`config.mk`:
```
export PLATFORM = sky130hd
export DESIGN_NAME = sync_fifo_param
export DESIGN_NICKNAME = d
export VERILOG_FILES = /design/src/rtl/sync_fifo_param.sv
export SDC_FILE = /design/constraint.sdc
export NUM_CORES = 2
export LEC_CHECK = 0
export BUFFER_PORTS_ARGS = -buffer_cell sky130_fd_sc_hd__clkbuf_2
export CAP_MARGIN = 20
export CORE_ASPECT_RATIO = 0.6
export CORE_MARGIN = 2
export CORE_UTILIZATION = 55
export CTS_CLUSTER_SIZE = 8
export DETAILED_ROUTE_END_ITERATION = 10
export HOLD_SLACK_MARGIN = 0.1
export PLACE_DENSITY = 0.82
export RECOVER_POWER = 25
export SYNTH_ARGS = -nofsm -noshare
export SYNTH_HDL_FRONTEND = slang
export SYNTH_SLANG_ARGS = --single-unit
```
`constraint.sdc`:
```
create_clock -name clk -period 9.2 [get_ports clk]
set_input_delay 0.92 -clock clk [delete_from_list [all_inputs] [get_ports clk]]
set_output_delay 0.92 -clock clk [all_outputs]
set_load 0.02 [all_outputs]
```
`src/rtl/sync_fifo_param.sv`:
```
// Synchronous FIFO with registered read port, occupancy flags and optional sticky error flags.
// Define SYNC_FIFO_ERR_EN to build the overflow/underflow detectors; otherwise both outputs tie to 0.
module sync_fifo_param #(
  parameter int DATA_W = 9,
  parameter int ADDR_W = 8,
  parameter int AF_LVL = 240,
  parameter int AE_LVL = 16
) (
  input  logic              clk,
  input  logic              rst,
  input  logic              clr,
  input  logic              wr_en,
  input  logic [DATA_W-1:0] wr_data,
  input  logic              rd_en,
  output logic [DATA_W-1:0] rd_data,
  output logic              rd_valid,
  output logic              full,
  output logic              empty,
  output logic              almost_full,
  output logic              almost_empty,
  output logic [ADDR_W:0]   count,
  output logic              overflow,
  output logic              underflow
);
  localparam int DEPTH = 2**ADDR_W;
  localparam logic [ADDR_W:0] DEPTH_C = (ADDR_W+1)'(DEPTH);
  localparam logic [ADDR_W:0] AF_C    = (ADDR_W+1)'(AF_LVL);
  localparam logic [ADDR_W:0] AE_C    = (ADDR_W+1)'(AE_LVL);

  logic [DATA_W-1:0] mem [DEPTH];
  logic [ADDR_W-1:0] wr_ptr, rd_ptr;
  logic              wr_ok, rd_ok;

  // Flags come only from the count register, so no enable-to-flag combinational path.
  assign full         = (count == DEPTH_C);
  assign empty        = (count == '0);
  assign almost_full  = (count >= AF_C);
  assign almost_empty = (count <= AE_C);

  assign wr_ok = wr_en && !full;
  assign rd_ok = rd_en && !empty;

  // Storage is never reset; rst/clr simply suppress the write.
  always_ff @(posedge clk) begin
    if (!rst && !clr && wr_ok) mem[wr_ptr] <= wr_data;
  end

  always_ff @(posedge clk) begin
    if (rst) begin
      wr_ptr   <= '0;
      rd_ptr   <= '0;
      count    <= '0;
      rd_data  <= '0;
      rd_valid <= 1'b0;
    end else if (clr) begin
      wr_ptr   <= '0;
      rd_ptr   <= '0;
      count    <= '0;
      rd_valid <= 1'b0;
    end else begin
      rd_valid <= rd_ok;
      if (wr_ok) wr_ptr <= wr_ptr + 1'b1;
      if (rd_ok) begin
        rd_data <= mem[rd_ptr];
        rd_ptr  <= rd_ptr + 1'b1;
      end
      case ({wr_ok, rd_ok})
        2'b10:   count <= count + 1'b1;
        2'b01:   count <= count - 1'b1;
        default: count <= count;
      endcase
    end
  end

`ifdef SYNC_FIFO_ERR_EN
  always_ff @(posedge clk) begin
    if (rst || clr) begin
      overflow  <= 1'b0;
      underflow <= 1'b0;
    end else begin
      if (wr_en && full)  overflow  <= 1'b1;
      if (rd_en && empty) underflow <= 1'b1;
    end
  end
`else
  assign overflow  = 1'b0;
  assign underflow = 1'b0;
`endif

endmodule

```
* Word level (Yosys, flattened, before mapping)
Memory sizes are Yosys's and may differ from the RTL's. A register that Yosys moved wholly into a read port is not among the register bits. Cells that the tools add are included.
Word-level totals: output and inout bits 25, bits of input ports 14, memories 1, flip-flop bits (word level) 26, bits in writable memories 2304, word-level logic and storage cells 30
Operators by class: magnitude comparators 2, equality and inequality tests 3, $add $sub $neg 4, mux-type cells 3, reductions and logical operators 12, bitwise gates (word level) 1
Memory list:
- mem | words 256, width 9, rd ports 1, clocked after memory_dff 1, wr ports 1, line 30 | logic [DATA_W-1:0] mem [DEPTH];
Operators by type and width (count):
- one-hot mux 9 bit (2 select lines) | 1
- adder 8 x 1 -> 8 bit (second input constant) | 2
- adder 9 x 1 -> 9 bit (second input constant) | 1
- equality test 9 bit (second input constant) | 1
- greater-or-equal comparator 9 x 8 -> 1 bit (second input constant) | 1
- less-or-equal comparator 9 x 5 -> 1 bit (second input constant) | 1
- zero test 9 bit | 1
- subtractor 9 x 1 -> 9 bit (second input constant) | 1
- logical AND 1 bit | 4
- zero test 1 bit | 4
- equality test 2 x 1 -> 1 bit (second input constant) | 1
- equality test 2 bit (second input constant) | 1
- two-way mux 1 bit | 2
- AND reduction 2 bit | 1
- nonzero test 2 bit | 1
- OR reduction 2 bit | 1
- inverter 1 bit | 1

* Longest topological paths before layout
depth in word-level cells 6, mapped depth 13, gate-level depth less buffers 12

* Worst setup path before layout
No wires, ideal clock.
path kind reg-to-reg, start register count[2], end register count[8], clock period less this slack 4241 ps, setup slack 4959 ps, stages on the path, launching flop included 14, buffers on the path 1, setup time 70 ps, arrival time 4171 ps, data required time 9130 ps, path through dfxtp_1 -> or4_4 -> or4b_2 -> nand2_1 -> buf_4 -> ha_1 -> ha_1 -> a21o_1 -> a21oi_1 -> o21bai_1 -> a2111oi_0 -> nor3b_1 -> or4_1 -> a21oi_1
On the way: cells in the longest elaborated chain, start to end 5, elaborated cells on any way between the ends 12, classes of those cells add/sub (2); eq/ne (3); mux (1); reduce/logical (6)
Ends and longest elaborated chain:
- from (decl) | line 21 | output logic [ADDR_W:0] count,
- from (signal assigned) | line 68 | 2'b10: count <= count + 1'b1;
- from (signal assigned) | line 69 | 2'b01: count <= count - 1'b1;
- from (signal assigned) | line 70 | default: count <= count;
- branches (longest 5 deep; another with subtractor 9 x 1 -> 9 bit)
Parallel ways; which one is timed is not known. A chain may end at the register's enable or synchronous reset.

* Worst setup path in the final report
start input port wr_data[2], end memory mem[208][2], data pin
RTL lines:
- from (decl) | line 13 | input logic [DATA_W-1:0] wr_data,
- to (decl) | line 30
No word-level cell before the write port.

==> results_dict.tcl <==
set metrics [dict create \
    drc 0 \
    dpl.hpwl_um 144700 \
    routabilityCongestion 0.9147 \
    drt-wirelength-per-cell_um 37.71 \
    die_w_um 530.1 \
    period_needed_ns 6.761 \
    htreeDepth 5 \
    final_nets 4688 \
    drive_gt1_frac 0.2136 \
    grt_pass1_wl_um 367400 \
    fill_cells 10260 \
    top_layer "met5" \
    synth_area_sq_um 91350 \
    power_density_nw_per_um2 229.0 \
    tritoncts "yes" \
    final.setup.tns_ns 0 \
    wl_met1_um 90700 \
    ys.flop_type "edfxtp_1" \
    finalHoldViolCount 0 \
    max_cap_viol_count 8 \
    ioPinCount 39 \
    hold_ws_ns 0.4907 \
    crit_type "primary input to register" \
    grt_use_total 0.3069 \
    crit_required_ns 9.70 \
    start_kind "primary input" \
    period_share 0.7349 \
    end_kind "register" \
    holdPathStages 3 \
    path_max_fanout 117 \
    cts-hold-fix-buffers 0 \
    finalWirelength_um 263000 \
    initial_core_util 0.5555 \
    met2WireLength_um 113000 \
    ir_worst_vdd_mv 0.2215 \
    yosysWarnings 0 \
    final_cell_mix "edfxtp_1, mux4_2, clkbuf_16" \
    met3_length_um 48260 \
    synth-seq-cells 2339 \
    syn2layout_area_growth_pct 12.55 \
    clk_pin_slew_ns 0.05 \
    grt_max_degree 159 \
    synth-edff-count 2304 \
    synth_top_cell_area_share 0.7573 \
    first_iter_violations 9879 \
    ff2ff_path_depth 8 \
    skew_ns 0.05449 \
    status "complete, but fails checks" \
    die_h_um 319.7 \
    grt_pass1_vias 49000 \
    viasPerCell 7.200 \
    synth.area.top_cells "edfxtp_1, mux4_2, mux2i_1" \
    min_path_type "primary input to register" \
    worstPathArrival_ns 7.26 \
    synthArstFlopShare 0 \
    fin_util 0.6252 \
    cts_buffer_depth 4 \
    avgSynthCellArea_sq_um 20.61 \
    numPortBuffers 36 \
    synth_top_area_cell "edfxtp_1" \
    rsz0062_at_grt "no" \
    synth_cells 4433 \
    firstDrtPassIters 7 \
    dr_total_vias 50220 \
    cts_buffers 334 \
    setup_viol 0 \
    post-cts-setup-buffers 0 \
    yosysSeqAreaShare 0.7650 \
    tightest_slew_ns 6.047 \
    drtAntennaViolNets 0 \
    p_total_mw 23.54 \
    cts.sinks 2339 \
    leakagePower_nw 30.96 \
    final_common_cell "edfxtp_1" \
    antenna_found_initial 15 \
    cts-root-buf "clkbuf_16" \
    clkLatencyLatePin_ns 0.84 \
    core.rowCount 115 \
    cts_resized 0 \
    drv_slew 837 \
    die_area_sq_um 169500 \
    overflow 0 \
    violations "capacitance limit, slew limit" \
    relSlewSlack -3.031 \
    yosysUniqueCellTypes 70 \
    core_area_sq_um 164500 \
    max_freq_ghz 0.1479 \
]
## final cells by class
type | count | area (sq um) | share of cell area
Clock buffer | 403 | 8745 | 0.08505
Timing Repair Buffer | 155 | 1292 | 0.01257
Sequential cell | 2339 | 69900 | 0.6799
Tap cell | 2223 | 2781 | 0.02705
Multi-Input combinational cell | 1818 | 19830 | 0.1928
Antenna cell | 10 | 25.02 | 0.0002434
Inverter | 12 | 55.05 | 0.0005354
Clock inverter | 15 | 193.9 | 0.001886
## path summary, 6_finish.rpt
check                           slack [ns]        from     endpoint
worst max-delay path                  2.44  wr_data[2]  mem[208][2]
worst min-delay path                  0.49         clr     count[7]
worst max register to register        3.95   rd_ptr[1]   rd_data[1]
worst min register to register        0.57   wr_ptr[1]    wr_ptr[1]
## logic make-up after synthesis
family                   count (synthesis)  synth area share
AND/OR/NAND/NOR                        558           0.02613
other                                    1        0.00004105
adder cells (fa/ha/maj)                 14          0.002000
XOR/XNOR                                18          0.001726
multiplexers                           799            0.1536
AO/OA/AOI/OAI                          427           0.03294
flip-flops                            2339            0.7650
buffers and inverters                  277           0.01859
## power breakdown
group / leakage (nW) / switching, mW / internal [mW]
Clock: 4.35 / 4.43 / 6.58
Sequential: 21.0 / 0.0178 / 11.7
Combinational: 5.62 / 0.500 / 0.272
## per-layer routing
layer,GRT usage,up-vias
li1,-,18860
met1,0.4242,25520
met2,0.4261,4983
met3,0.1511,842
met4,0.1036,12
met5,0,-
## cells in the mapped netlist, drive strengths merged, types with 33 or more instances
| cell | number |
|---|---|
| nor3 | 42 |
| o221ai | 141 |
| nor2 | 311 |
| buf | 162 |
| nand3 | 33 |
| o22ai | 78 |
| a21oi | 96 |
| dfxtp | 35 |
| mux4 | 482 |
| edfxtp | 2304 |
| nand2 | 102 |
| clkbuf | 103 |
| mux2i | 317 |
| o21ai | 41 |
## worst max-delay path, stage by stage
cell and delay (ns):
clkbuf_1 4.13, buf_4 1.21, buf_4 0.75
## flip-flops by register name, summed over array words and instances, names as in the netlist
signal and count:
rd_valid 1, wr_ptr 8, count 9, rd_data 9, mem 2304, rd_ptr 8
## through the flow
stage	instances	setup WS [ns]	cell area [sq um]
floorplan	4434	4.959	91360
global placement	6503	3.847	93460
detailed placement	6526	4.301	93720
CTS	6944	4.233	102700
global route	6965	2.252	102800
finish	6975	2.439	102800
Note: power is estimated with default switching activity, not from simulation.
